`src/rtl/neural_clk_gen_if.sv`:
```
// Bus bundle for the emulation clock generator.
// The master side programs the neuron_clk half-period and observes the
// derived clocks and the neuron-slot counter. The slave side is the generator.
interface neural_clk_gen_if #(
    parameter int NN = 8
);
    logic [17:0]   half_cnt;
    logic          clk_out1;
    logic          clk_out2;
    logic          clk_out3;
    logic [NN+2:0] int_neuron_cnt_out;

    modport master (
        output half_cnt,
        input  clk_out1,
        input  clk_out2,
        input  clk_out3,
        input  int_neuron_cnt_out
    );

    modport slave (
        input  half_cnt,
        output clk_out1,
        output clk_out2,
        output clk_out3,
        output int_neuron_cnt_out
    );
endinterface

```
`src/rtl/neural_clk_gen.sv`:
```
// Emulation clock tree generator.
// Divides rawclk into neuron_clk (clk_out1), then derives sim_clk (clk_out2)
// and spindle_clk (clk_out3) from bits of the free-running neuron-slot counter.
// Every output is a plain register in the rawclk domain, so all derived edges
// land on the same rawclk edge and no internal logic runs on a derived clock.
// NN must be at least 2 so that the spindle tap NN-2 exists.
module neural_clk_gen #(
    parameter int NN = 8
) (
    input  logic             rawclk,
    input  logic             reset,
    neural_clk_gen_if.slave  bus
);

    localparam int CW = NN + 3;

    logic [17:0]   div_cnt;
    logic          neuron_q;
    logic          sim_q;
    logic          spindle_q;
    logic [CW-1:0] counter_q;
    logic [CW-1:0] next_counter;
    logic          half_done;
    logic          neuron_rise;

    // A half-period ends as soon as the count reaches or passes the live
    // half_cnt, so lowering half_cnt mid-period ends it on the next edge.
    assign half_done    = (div_cnt >= bus.half_cnt);
    assign neuron_rise  = half_done && !neuron_q;
    assign next_counter = counter_q + CW'(1);

    // Half-period divider: count rawclk edges and toggle neuron_clk at the end of each half.
    always_ff @(posedge rawclk or posedge reset) begin
        if (reset) begin
            div_cnt  <= '0;
            neuron_q <= 1'b0;
        end else if (half_done) begin
            div_cnt  <= '0;
            neuron_q <= ~neuron_q;
        end else begin
            div_cnt  <= div_cnt + 18'd1;
        end
    end

    // Slot counter and its clock taps advance together on the edge where neuron_clk rises.
    always_ff @(posedge rawclk or posedge reset) begin
        if (reset) begin
            counter_q <= '0;
            sim_q     <= 1'b0;
            spindle_q <= 1'b0;
        end else if (neuron_rise) begin
            counter_q <= next_counter;
            sim_q     <= next_counter[NN];
            spindle_q <= next_counter[NN-2];
        end
    end

    assign bus.clk_out1           = neuron_q;
    assign bus.clk_out2           = sim_q;
    assign bus.clk_out3           = spindle_q;
    assign bus.int_neuron_cnt_out = counter_q;

endmodule

```
`src/flat_wrapper.sv`:
```
// flat-port wrapper written by rule: the top's interface ports become plain ports
module neural_clk_gen_flat 
#(
    parameter int NN = 8
)
  (rawclk, reset, bus_half_cnt, bus_clk_out1, bus_clk_out2, bus_clk_out3, bus_int_neuron_cnt_out);
  neural_clk_gen_if #(.NN(NN)) bus_i ();
  input  logic rawclk;
  input  logic reset;
  input wire logic [$bits(bus_i.half_cnt)-1:0] bus_half_cnt;
  output wire logic [$bits(bus_i.clk_out1)-1:0] bus_clk_out1;
  output wire logic [$bits(bus_i.clk_out2)-1:0] bus_clk_out2;
  output wire logic [$bits(bus_i.clk_out3)-1:0] bus_clk_out3;
  output wire logic [$bits(bus_i.int_neuron_cnt_out)-1:0] bus_int_neuron_cnt_out;
  assign bus_i.half_cnt = bus_half_cnt;
  assign bus_clk_out1 = bus_i.clk_out1;
  assign bus_clk_out2 = bus_i.clk_out2;
  assign bus_clk_out3 = bus_i.clk_out3;
  assign bus_int_neuron_cnt_out = bus_i.int_neuron_cnt_out;
  neural_clk_gen #(.NN(NN)) u_core (.rawclk(rawclk), .reset(reset), .bus(bus_i));
endmodule
```
`config.mk`:
```
export PLATFORM = sky130hd
export DESIGN_NAME = neural_clk_gen_flat
export DESIGN_NICKNAME = d
export VERILOG_FILES = /design/src/rtl/neural_clk_gen_if.sv /design/src/rtl/neural_clk_gen.sv /design/src/flat_wrapper.sv
export SDC_FILE = /design/constraint.sdc
export NUM_CORES = 1
export LEC_CHECK = 0
export CAP_MARGIN = 20
export CORE_MARGIN = 8
export CORE_UTILIZATION = 45
export CTS_CLUSTER_DIAMETER = 30
export DETAILED_ROUTE_END_ITERATION = 7
export GPL_TIMING_DRIVEN = 0
export PLACE_DENSITY_LB_ADDON = 0.05
export SLEW_MARGIN = 20
export SYNTH_ARGS = -nofsm -noshare
export SYNTH_HDL_FRONTEND = slang
export SYNTH_SLANG_ARGS = --single-unit
export TNS_END_PERCENT = 100
```
`constraint.sdc`:
```
create_clock -name rawclk -period 3 [get_ports rawclk]
set_input_delay 0.3 -clock rawclk [delete_from_list [all_inputs] [get_ports rawclk]]
set_output_delay 0.3 -clock rawclk [all_outputs]
set_load 0.1 [all_outputs]
```
==> results of run 1 <==
[cell type report]
class	instances	area (sq um)	area share (%)
clock inverters	1	5.00	0.210
flip-flops and latches	30	751	31.5
well taps	50	62.6	2.62
inverters	21	78.8	3.31
repair buffers	35	357	15.0
plain buffers	5	53.8	2.26
clock buffers	7	86.3	3.62
multi-input cells	138	991	41.6
[cells in the mapped netlist, drive strengths merged (2+ instances only)]
cell type / n
o21ai: 2
xnor2: 16
nand4: 4
inv: 21
nand2: 9
buf: 5
a21oi: 9
dfrtp: 30
ha: 20
nand3: 22
nor2b: 2
nand2b: 2
nor2: 25
and3: 10
xor2: 11
and2: 2
[layer usage]
| metal | vias up | wire length, um |
|---|---|---|
| li1 | 729 | - |
| met3 | 7 | 214 |
| met5 | - | 0 |
| met4 | 0 | 48 |
| met2 | 29 | 1900 |
| met1 | 677 | 1750 |
[sequential cells by signal, summed over array words and instances, names as in the netlist]
signal and count:
u_core.bus.clk_out1 1, u_core.bus.int_neuron_cnt_out 11, u_core.div_cnt 18
[power breakdown]
part	switching [mW]	total (mW)	internal [mW]
combinational	0.107	0.207	0.100
sequential	0.0451	0.487	0.442
clock	0.146	0.330	0.185
total	0.297	1.02	0.727
[per-stage QoR]
step / hold slack (ns) / utilization, % / setup WS, ns
CTS: 0.283 / 59.6 / 0.701
floorplan: 0.391 / - / 0.865
global route: 0.317 / 59.6 / 0.681
detailed placement: 0.469 / 57.3 / 0.603
finish: 0.264 / 59.6 / 0.720
global placement: 0.460 / 56.7 / 0.650
[worst max path at each step]
stage	endpoint	cells past startpoint
floorplan	u_core.bus.int_neuron_cnt_out[10]	6
global placement	u_core.bus.int_neuron_cnt_out[1]	8
detailed placement	u_core.bus.int_neuron_cnt_out[1]	9
CTS	bus_clk_out1	1
global route	bus_clk_out1	1
finish	bus_clk_out1	1
[cell families (layout without fill, tap and decap cells)]
logic type	Yosys count	in the layout	share of synthesized area (%)
and+or+nand+nor	77	77	21.1
adders and majority gates	20	20	13.4
xor gates and xnor gates	27	27	13.4
muxes	1	1	0.801
AOI/OAI and AO/OA	13	13	4.20
DFF	30	30	40.1
buffers and inverters	26	69	7.08
==> run_results.csv, run 1 <==
group,metric,value,unit
layout,syn2layout_area_growth,27.2,%
floorplanning,die_width,80.5,um
clock_network,cts.sinks,30,
logic_synthesis,yosysWarnings,0,
logic_synthesis,ys_top_cells_by_area,"dfrtp_1 (40%), ha_1 (13%), xnor2_1 (7.0%), nand3_1 (5.6%), nor2_1 (5.0%)",
timing,finalHoldViolCount,0,
setup_path,crit_path_max_fanout,5,
clock_network,htreeDepth,2,
clock_network,post-cts-setup-buffers,0,
detailed_routing,postRouteAntennaNets,0,
floorplanning,rows,23,
power,power,1.02,mW
outcome,status,"completed",
timing,tns,0,ns
setup_path,end_kind,"primary output",
timing,slew_headroom,34.5,%
clock_network,cts_buffer_depth,2,
grt,track_usage,13.2,%
timing,rsz0062_at_grt,"no",
layout,drive_gt1_share,9.70,%
setup_path,cp_num_buf_inv,1,
logic_synthesis,ys_seq_area_share,40.1,%
grt,grt_antenna_before_repair,0,
setup_path,crit_type,"reg -> out",
setup_path,required,2.70,ns
placed_design,port_buffers,33,
power,p_per_area,429,nW/um^2
power,power.leakage,1.18,nW
clock_network,path_clk_slew,0.06,ns
grt,grt_pass1_vias,1508,
grt,met2_usage,21.9,%
grt,grt_util_met1,15.7,%
setup_path,rr_worst_depth,8,
grt,gr-max-usage-layer,"met2",
floorplanning,boundaryPins,34,
floorplanning,core-area,4000,sq um
floorplanning,die-area,6490,sq um
setup_path,reg2reg_from,"u_core.div_cnt[0]",
timing,tightestPinTransition,0.980,ns
timing,period_share,76.0,%
grt,grt_max_degree,15,
detailed_routing,wire_per_inst,13.6,um
detailed_routing,firstDrtPassIters,4,
logic_synthesis,synth_nets,234,
layout,design_area,2380,sq um
power,irDropWorstVdd,0.339,mV
detailed_routing,drt-total-wl,3920,um
logic_synthesis,avgSynthCellArea,9.66,sq um
detailed_routing,drc,0,
floorplanning,start_util,46.9,%
setup_path,r2r_slack,0.91,ns
layout,final_cell_mix,"clkdlybuf4s50_1 (33), dfrtp_1 (30), nor2_1 (25), nand3_1 (21), inv_1 (21)",
detailed_routing,vias,1442,
timing,fmax,0.439,GHz
logic_synthesis,syn_inst,194,
timing,fin_crit,2.28,ns
min_path,hold_class,"in -> async",
logic_synthesis,synth_edf_count,0,
logic_synthesis,async_flop_share,100,%
logic_synthesis,ys.flop_type,"dfrtp_1",
setup_path,critical_path.top_delay_family,"buffers and inverters",
setup_path,setup.worst_path.start,"u_core.bus.clk_out1",
placed_design,place_inst,279,
clock_network,cts_hold_buf,0,
floorplanning,die_y,80.5,um
layout,layout.nets,276,
grt,grt_pass1_wl,6800,um
logic_synthesis,synth_seq_cells,30,
timing,finalSetupViolCount,0,
placed_design,placed_area,2290,sq um
grt,globalRouteMet3Util,4.24,%
placed_design,gp_congestion,0.795,
setup_path,crit_slowest_cell,"clkdlybuf4s50_1",
run,cap_violations,0,
grt,overflow,0,
setup_path,critPathLaunchType,"flip-flop",
logic_synthesis,yosys.area.top_type_share,40.1,%
layout,mostFrequentLayoutCell,"clkdlybuf4s50_1",
layout,fill_cells,351,
logic_synthesis,syn_area,1870,sq um
setup_path,arrival,1.98,ns
logic_synthesis,ys_types,28,
setup_path,path_cells,"clkdlybuf4s50_1",
timing,maxSlewViolCount,0,
clock_network,cts_tree,"yes",
placed_design,place_hpwl,3200,um
clock_network,ctsRootBufferMaster,"clkbuf_8",
setup_path,cp_slowest_stage_delay,1.20,ns
timing,skew,0.00305,ns
layout,n_antenna_cell,0,
clock_network,clk_latency,0.28,ns
clock_network,cts_buffers,5,
detailed_routing,via_per_inst,5.02,
clock_network,cts-resized-gates,0,
setup_path,r2r-end,"u_core.bus.int_neuron_cnt_out[1]",
detailed_routing,drt_first_iter_violations,51,
layout,finalNonFillerCells,287,
logic_synthesis,synth_top_cell_by_area,"dfrtp_1",
Power figures use the tool's default switching activity.
==> inputs of run 2 (changes only) <==
Clock period 3 ns to 2.11 ns, I/O delays scaled along.
==> run 2 against run 1 <==
  * Cell area up 1.6%
  * Via count down 0.42%
  * Critical path depth unchanged
  * First-iteration DRC count up 25%
  * Sequential power up 43%
  * Highest routed layer unchanged
  * Sequential share of layout area down 0.35 points
  * Register-to-register slack worse by 0.79 ns
  * Die area unchanged
  * Clock skew up 0.0062 ns
  * Largest cell class unchanged
  * Wire length up 3.2%
==> run_results.csv, run 2 (synthesis gave the netlist of run 1 again) <==
group,metric,value,unit
timing,finalSetupViolCount,0,
setup_path,crit_type,"reg -> out",
detailed_routing,via_per_inst,4.99,
clock_network,cts_buffers,5,
clock_network,ctsRootBufferMaster,"clkbuf_8",
timing,tightestPinTransition,0.985,ns
layout,fin_util,60.6,%
min_path,hold_class,"in -> async",
detailed_routing,drt-total-wl,4040,um
detailed_routing,postRouteAntennaNets,0,
grt,grt_pass1_wl,6820,um
power,irDropWorstVdd,0.417,mV
grt,grt_max_degree,21,
power,power.leakage,1.27,nW
power,p_comb_share,18.1,%
detailed_routing,firstDrtPassIters,4,
floorplanning,boundaryPins,34,
clock_network,path_clk_slew,0.07,ns
layout,final_cell_mix,"dfrtp_1 (27), clkdlybuf4s50_1 (26), nor2_1 (25), nand3_1 (21), inv_1 (21)",
grt,overflow,0,
detailed_routing,drt_first_iter_violations,64,
timing,fin_crit,2.05,ns
floorplanning,die_width,80.5,um
timing,maxSlewViolCount,0,
timing,skew,0.00926,ns
timing,slew_headroom,34.1,%
setup_path,r2r-end,"u_core.bus.int_neuron_cnt_out[1]",
timing,rsz0062_at_grt,"no",
layout,fill_cells,329,
placed_design,place_hpwl,3170,um
layout,design_area,2420,sq um
setup_path,rr_worst_depth,7,
grt,grt_pass1_vias,1465,
layout,n_antenna_cell,0,
power,p_per_area,655,nW/um^2
placed_design,port_buffers,33,
clock_network,cts.sinks,30,
grt,grt_antenna_before_repair,0,
layout,seq_area,754,sq um
placed_design,placed_area,2280,sq um
setup_path,end_kind,"primary output",
clock_network,clk_latency,0.28,ns
power,p_sw,0.436,mW
layout,syn2layout_area_growth,29.3,%
clock_network,cts_buffer_depth,2,
timing,finalHoldViolCount,0,
setup_path,arrival,1.84,ns
setup_path,path_cells,"clkdlybuf4s50_1",
setup_path,critical_path.top_delay_family,"buffers and inverters",
floorplanning,core-area,4000,sq um
clock_network,htreeDepth,2,
detailed_routing,vias,1436,
floorplanning,rows,23,
power,clockPowerShare,38.0,%
grt,track_usage,13.4,%
layout,largest_reg_flops,18,
detailed_routing,drc,0,
setup_path,crit_path_max_fanout,3,
power,switching_share,27.5,%
layout,layout.nets,277,
setup_path,critPathLaunchType,"flip-flop",
setup_path,cp_slowest_stage_delay,1.16,ns
setup_path,reg2reg_from,"u_core.div_cnt[13]",
layout,top_register,"u_core.div_cnt",
setup_path,r2r_slack,0.12,ns
setup_path,required,1.90,ns
power,cellInternalPower,1.15,mW
layout,multi_input_area,991,sq um
outcome,status,"completed",
placed_design,gp_congestion,0.777,
timing,fmax,0.489,GHz
timing,period_share,97.0,%
layout,mostFrequentLayoutCell,"dfrtp_1",
floorplanning,die-area,6490,sq um
setup_path,crit_slowest_cell,"clkdlybuf4s50_1",
floorplanning,start_util,46.9,%
power,p_seq_share,44.0,%
setup_path,cp_num_buf_inv,1,
clock_network,cts_tree,"yes",
clock_network,cts_hold_buf,0,
layout,drive_gt1_share,11.3,%
detailed_routing,wire_per_inst,14.0,um
floorplanning,die_y,80.5,um
run,cap_violations,0,
## run 2: cell types whose count changed in the layout (fill, tap and decap cells not counted), moves of 2 or more
| cell | before | now |
|---|---|---|
| buf_4 | 3 | 5 |
| clkdlybuf4s50_1 | 33 | 26 |
| dfrtp_1 | 30 | 27 |
| dfrtp_2 | 0 | 3 |
| dlygate4sd2_1 | 0 | 3 |
| dlymetal6s2s_1 | 0 | 4 |
## run 2: metal layers
layer,part of all wire [%],track usage [%]
met1,43,16.0
met5,0,0
met2,51,21.8
met3,4.8,4.80
met4,0.99,4.36
## run 2: per-stage QoR
step	worst slack, ns	total power [mW]	TNS, ns	instances	hold WS [ns]
6_report	0.0634	1.59	0	288	0.233
3_5_place_dp	-0.181	1.00	-1.66	278	0.481
3_3_place_gp	-0.152	0.971	-0.986	277	0.460
2_1_floorplan	0.202	0.887	0	194	0.302
4_1_cts	0.00466	1.61	0	287	0.234
5_1_grt	0.00600	1.68	0	288	0.270
## run 2: repair_timing
item,4_1_cts,5_1_grt
gates resized for setup,3,5
setup buffers,1,1
gates cloned,0,0
setup endpoints to repair,4,5
pin swaps,0,1
## run 2: power by group through the flow
stage                     logic [mW]  registers (mW)  clock network [mW]
after floorplan                0.178           0.709                   0
after global placement         0.267           0.704                   0
after detailed placement       0.289           0.712                   0
after CTS                      0.291           0.701               0.619
after global routing           0.326           0.705               0.645
final                          0.287           0.698               0.603
## run 2: layout make-up
| class | count | area share [%] |
|---|---|---|
| flip-flops and latches | 30 | 31.1 |
| repair buffers | 36 | 15.1 |
| clock buffers | 7 | 3.56 |
| inverters | 21 | 3.25 |
| well taps | 50 | 2.58 |
| multi-input cells | 138 | 40.9 |
| plain buffers | 5 | 2.22 |
| clock inverters | 1 | 1.24 |
## run 2: worst max-delay path by stage
| stage | slack [ns] | startpoint | cells after the start | to |
|---|---|---|---|---|
| finish | 0.06 | u_core.bus.int_neuron_cnt_out[9] | 1 | bus_int_neuron_cnt_out[9] |
| CTS | 0.005 | u_core.bus.int_neuron_cnt_out[2] | 1 | bus_int_neuron_cnt_out[2] |
| floorplan | 0.20 | u_core.bus.clk_out1 | 5 | u_core.bus.int_neuron_cnt_out[10] |
| global route | 0.006 | u_core.div_cnt[13] | 7 | u_core.bus.int_neuron_cnt_out[1] |
| global placement | -0.15 | bus_half_cnt[5] | 8 | u_core.bus.int_neuron_cnt_out[1] |
| detailed placement | -0.18 | bus_half_cnt[17] | 9 | u_core.bus.int_neuron_cnt_out[1] |
==> inputs of run 3 (changes only) <==
Settings changed: CORE_ASPECT_RATIO set to 1.2, GPL_TIMING_DRIVEN 0 to unset, SETUP_SLACK_MARGIN set to 0.5.
==> run 3 against run 2 <==
  * Count of clock-buffer cells in the layout stayed put
  * Via count is 3.1% higher
  * Cell area is 8.3% higher
  * Worst hold slack better by 0.072 ns
  * Non-clock buffer count is 10 higher
  * Sequential power is 2% lower
  * Die area is 0.14% higher
  * Largest power group unchanged
  * Power is 3.5% lower
  * Sequential cell count stayed put
==> run_results.csv, run 3 (synthesis gave the netlist of run 1 again) <==
group,metric,value,unit
detailed_routing,route.met3.wl,249,um
grt,grt_pass1_vias,1513,
timing,period_share,93.7,%
power,power.leakage,1.26,nW
setup_path,crit_type,"in -> reg",
grt,grt_max_degree,31,
clock_network,cts_buffer_depth,2,
floorplanning,die-area,6490,sq um
placed_design,place_hpwl,2930,um
floorplanning,boundaryPins,34,
clock_network,htreeDepth,2,
timing,maxSlewViolCount,0,
setup_path,cp_slowest_stage_delay,0.46,ns
layout,fill_cells,329,
layout,top_register,"u_core.div_cnt",
timing,finalHoldViolCount,0,
floorplanning,die_width,74.9,um
clock_network,cts_tree,"yes",
power,irDropWorstVdd,0.480,mV
timing,fmax,0.506,GHz
layout,largest_reg_flops,18,
floorplanning,rows,25,
detailed_routing,drc,0,
floorplanning,die_y,86.7,um
min_path,hold_class,"in -> async",
detailed_routing,met2WireLength,1970,um
layout,final_cell_mix,"buf_4 (27), dfrtp_1 (25), nor2_1 (21), inv_1 (21), clkdlybuf4s50_1 (19)",
grt,track_usage,13.1,%
clock_network,cts_hold_buf,0,
detailed_routing,via_per_inst,4.90,
layout,layout.nets,287,
detailed_routing,wl_met1,1790,um
timing,rsz0062_at_grt,"yes",
detailed_routing,drt-total-wl,4070,um
grt,grt_antenna_before_repair,0,
layout,mostFrequentLayoutCell,"buf_4",
outcome,status,"completed",
timing,skew,0.00386,ns
clock_network,cts_buffers,5,
setup_path,path_cells,"clkdlybuf4s50_1 > inv_1 > ha_1 > nand4_1 > o221a_1 > o211ai_4 > nor2b_4 > mux2_4",
layout,drive_gt1_share,29.8,%
timing,fin_crit,1.98,ns
layout,syn2layout_area_growth,40.1,%
detailed_routing,highest_layer,"met4",
layout,n_antenna_cell,0,
detailed_routing,postRouteAntennaNets,0,
clock_network,clk_latency,0.28,ns
detailed_routing,vias,1480,
floorplanning,start_util,47.2,%
placed_design,gp_congestion,0.770,
placed_design,dp_slack,-0.194,ns
setup_path,arrival,2.14,ns
timing,finalSetupViolCount,0,
timing,slew_headroom,72.1,%
clock_network,path_clk_slew,0.06,ns
placed_design,port_buffers,33,
clock_network,cts.sinks,30,
timing,tightestPinTransition,0.414,ns
floorplanning,core-area,3970,sq um
grt,overflow,0,
setup_path,crit_slowest_cell,"clkdlybuf4s50_1",
setup_path,crit_path_max_fanout,3,
detailed_routing,wire_per_inst,13.5,um
layout,fin_util,66.1,%
setup_path,critPathLaunchType,"input port",
detailed_routing,drt_first_iter_violations,21,
detailed_routing,firstDrtPassIters,4,
run,cap_violations,0,
grt,grt_pass1_wl,6740,um
setup_path,required,2.27,ns
clock_network,ctsRootBufferMaster,"clkbuf_8",
setup_path,end_kind,"flip-flop",
timing,timing.final.ws_setup,0.133,ns
power,p_per_area,584,nW/um^2
run 3: changes by cell type in the layout (fill, tap and decap cells not counted), sizes merged:
cell,delta
buf,+23
clkdlybuf4s50,-7
dlymetal6s2s,-4
dlygate4sd2,-3
bufinv,-1
clkbuf,+1
clkinv,+1
run 3: what timing repair did:
| item | in CTS | in global routing |
|---|---|---|
| gates resized for setup | 3 | 26 |
| cloned | 0 | 1 |
| endpoints found under the setup margin | 30 | 30 |
| pin swaps | 4 | 11 |
| hold endpoints to repair | 0 | 0 |
| buffers inserted | 4 | 6 |
run 3: area by class of cell:
| class | count | area (sq um) | share of cell area (%) |
|---|---|---|---|
| Clock buffer | 7 | 86.3 | 3.29 |
| Inverter | 21 | 78.8 | 3.00 |
| Timing Repair Buffer | 51 | 470 | 17.9 |
| Sequential cell | 30 | 757 | 28.8 |
| Tap cell | 54 | 67.6 | 2.57 |
| Multi-Input combinational cell | 138 | 1160 | 44.2 |
| Clock inverter | 1 | 5.00 | 0.191 |
run 3: metrics by stage:
stage	hold WS (ns)	TNS, ns	total power, mW	cell area [sq um]	std cells
2_1_floorplan	0.301	0	0.891	1900	194
3_3_place_gp	0.460	-1.18	0.973	2260	283
3_5_place_dp	0.459	-1.78	0.998	2260	283
4_1_cts	0.321	0	1.53	2410	295
5_1_grt	0.346	0	1.64	2630	302
6_report	0.304	0	1.53	2630	302
run 3: metal layers:
layer / vias up / track usage [%]
li1: 745 / -
met1: 698 / 15.0
met2: 31 / 21.5
met3: 6 / 4.39
met4: 0 / 5.54
met5: - / 0
run 3: report_power, final:
part	switching [mW]	leakage [nW]	internal (mW)	total (mW)
clock network	0.208	0.0482	0.262	0.471
logic	0.182	0.814	0.194	0.376
registers	0.0574	0.397	0.629	0.686
run 3: final timing paths:
kind                                                        start                                end  slack, ns  depth (start not counted)
max in group asynchronous                                   reset   u_core.bus.int_neuron_cnt_out[2]       1.51                          3
worst max register to register                  u_core.div_cnt[2]   u_core.bus.int_neuron_cnt_out[1]       0.14                          6
worst min-delay path                                        reset                  u_core.div_cnt[5]       0.30                          3
worst min register to register  u_core.bus.int_neuron_cnt_out[10]  u_core.bus.int_neuron_cnt_out[10]       0.48                          1
min in group rawclk             u_core.bus.int_neuron_cnt_out[10]  u_core.bus.int_neuron_cnt_out[10]       0.48                          1
worst max-delay path                              bus_half_cnt[3]   u_core.bus.int_neuron_cnt_out[1]       0.13                          8
run 3: critical path, delay by kind of cell:
kind,cells,cell delay [ns]
buffers and inverters,2,0.51
muxes,1,0.30
adders and majority gates,1,0.29
AOI/OAI and AO/OA,2,0.52
and+or+nand+nor,2,0.30
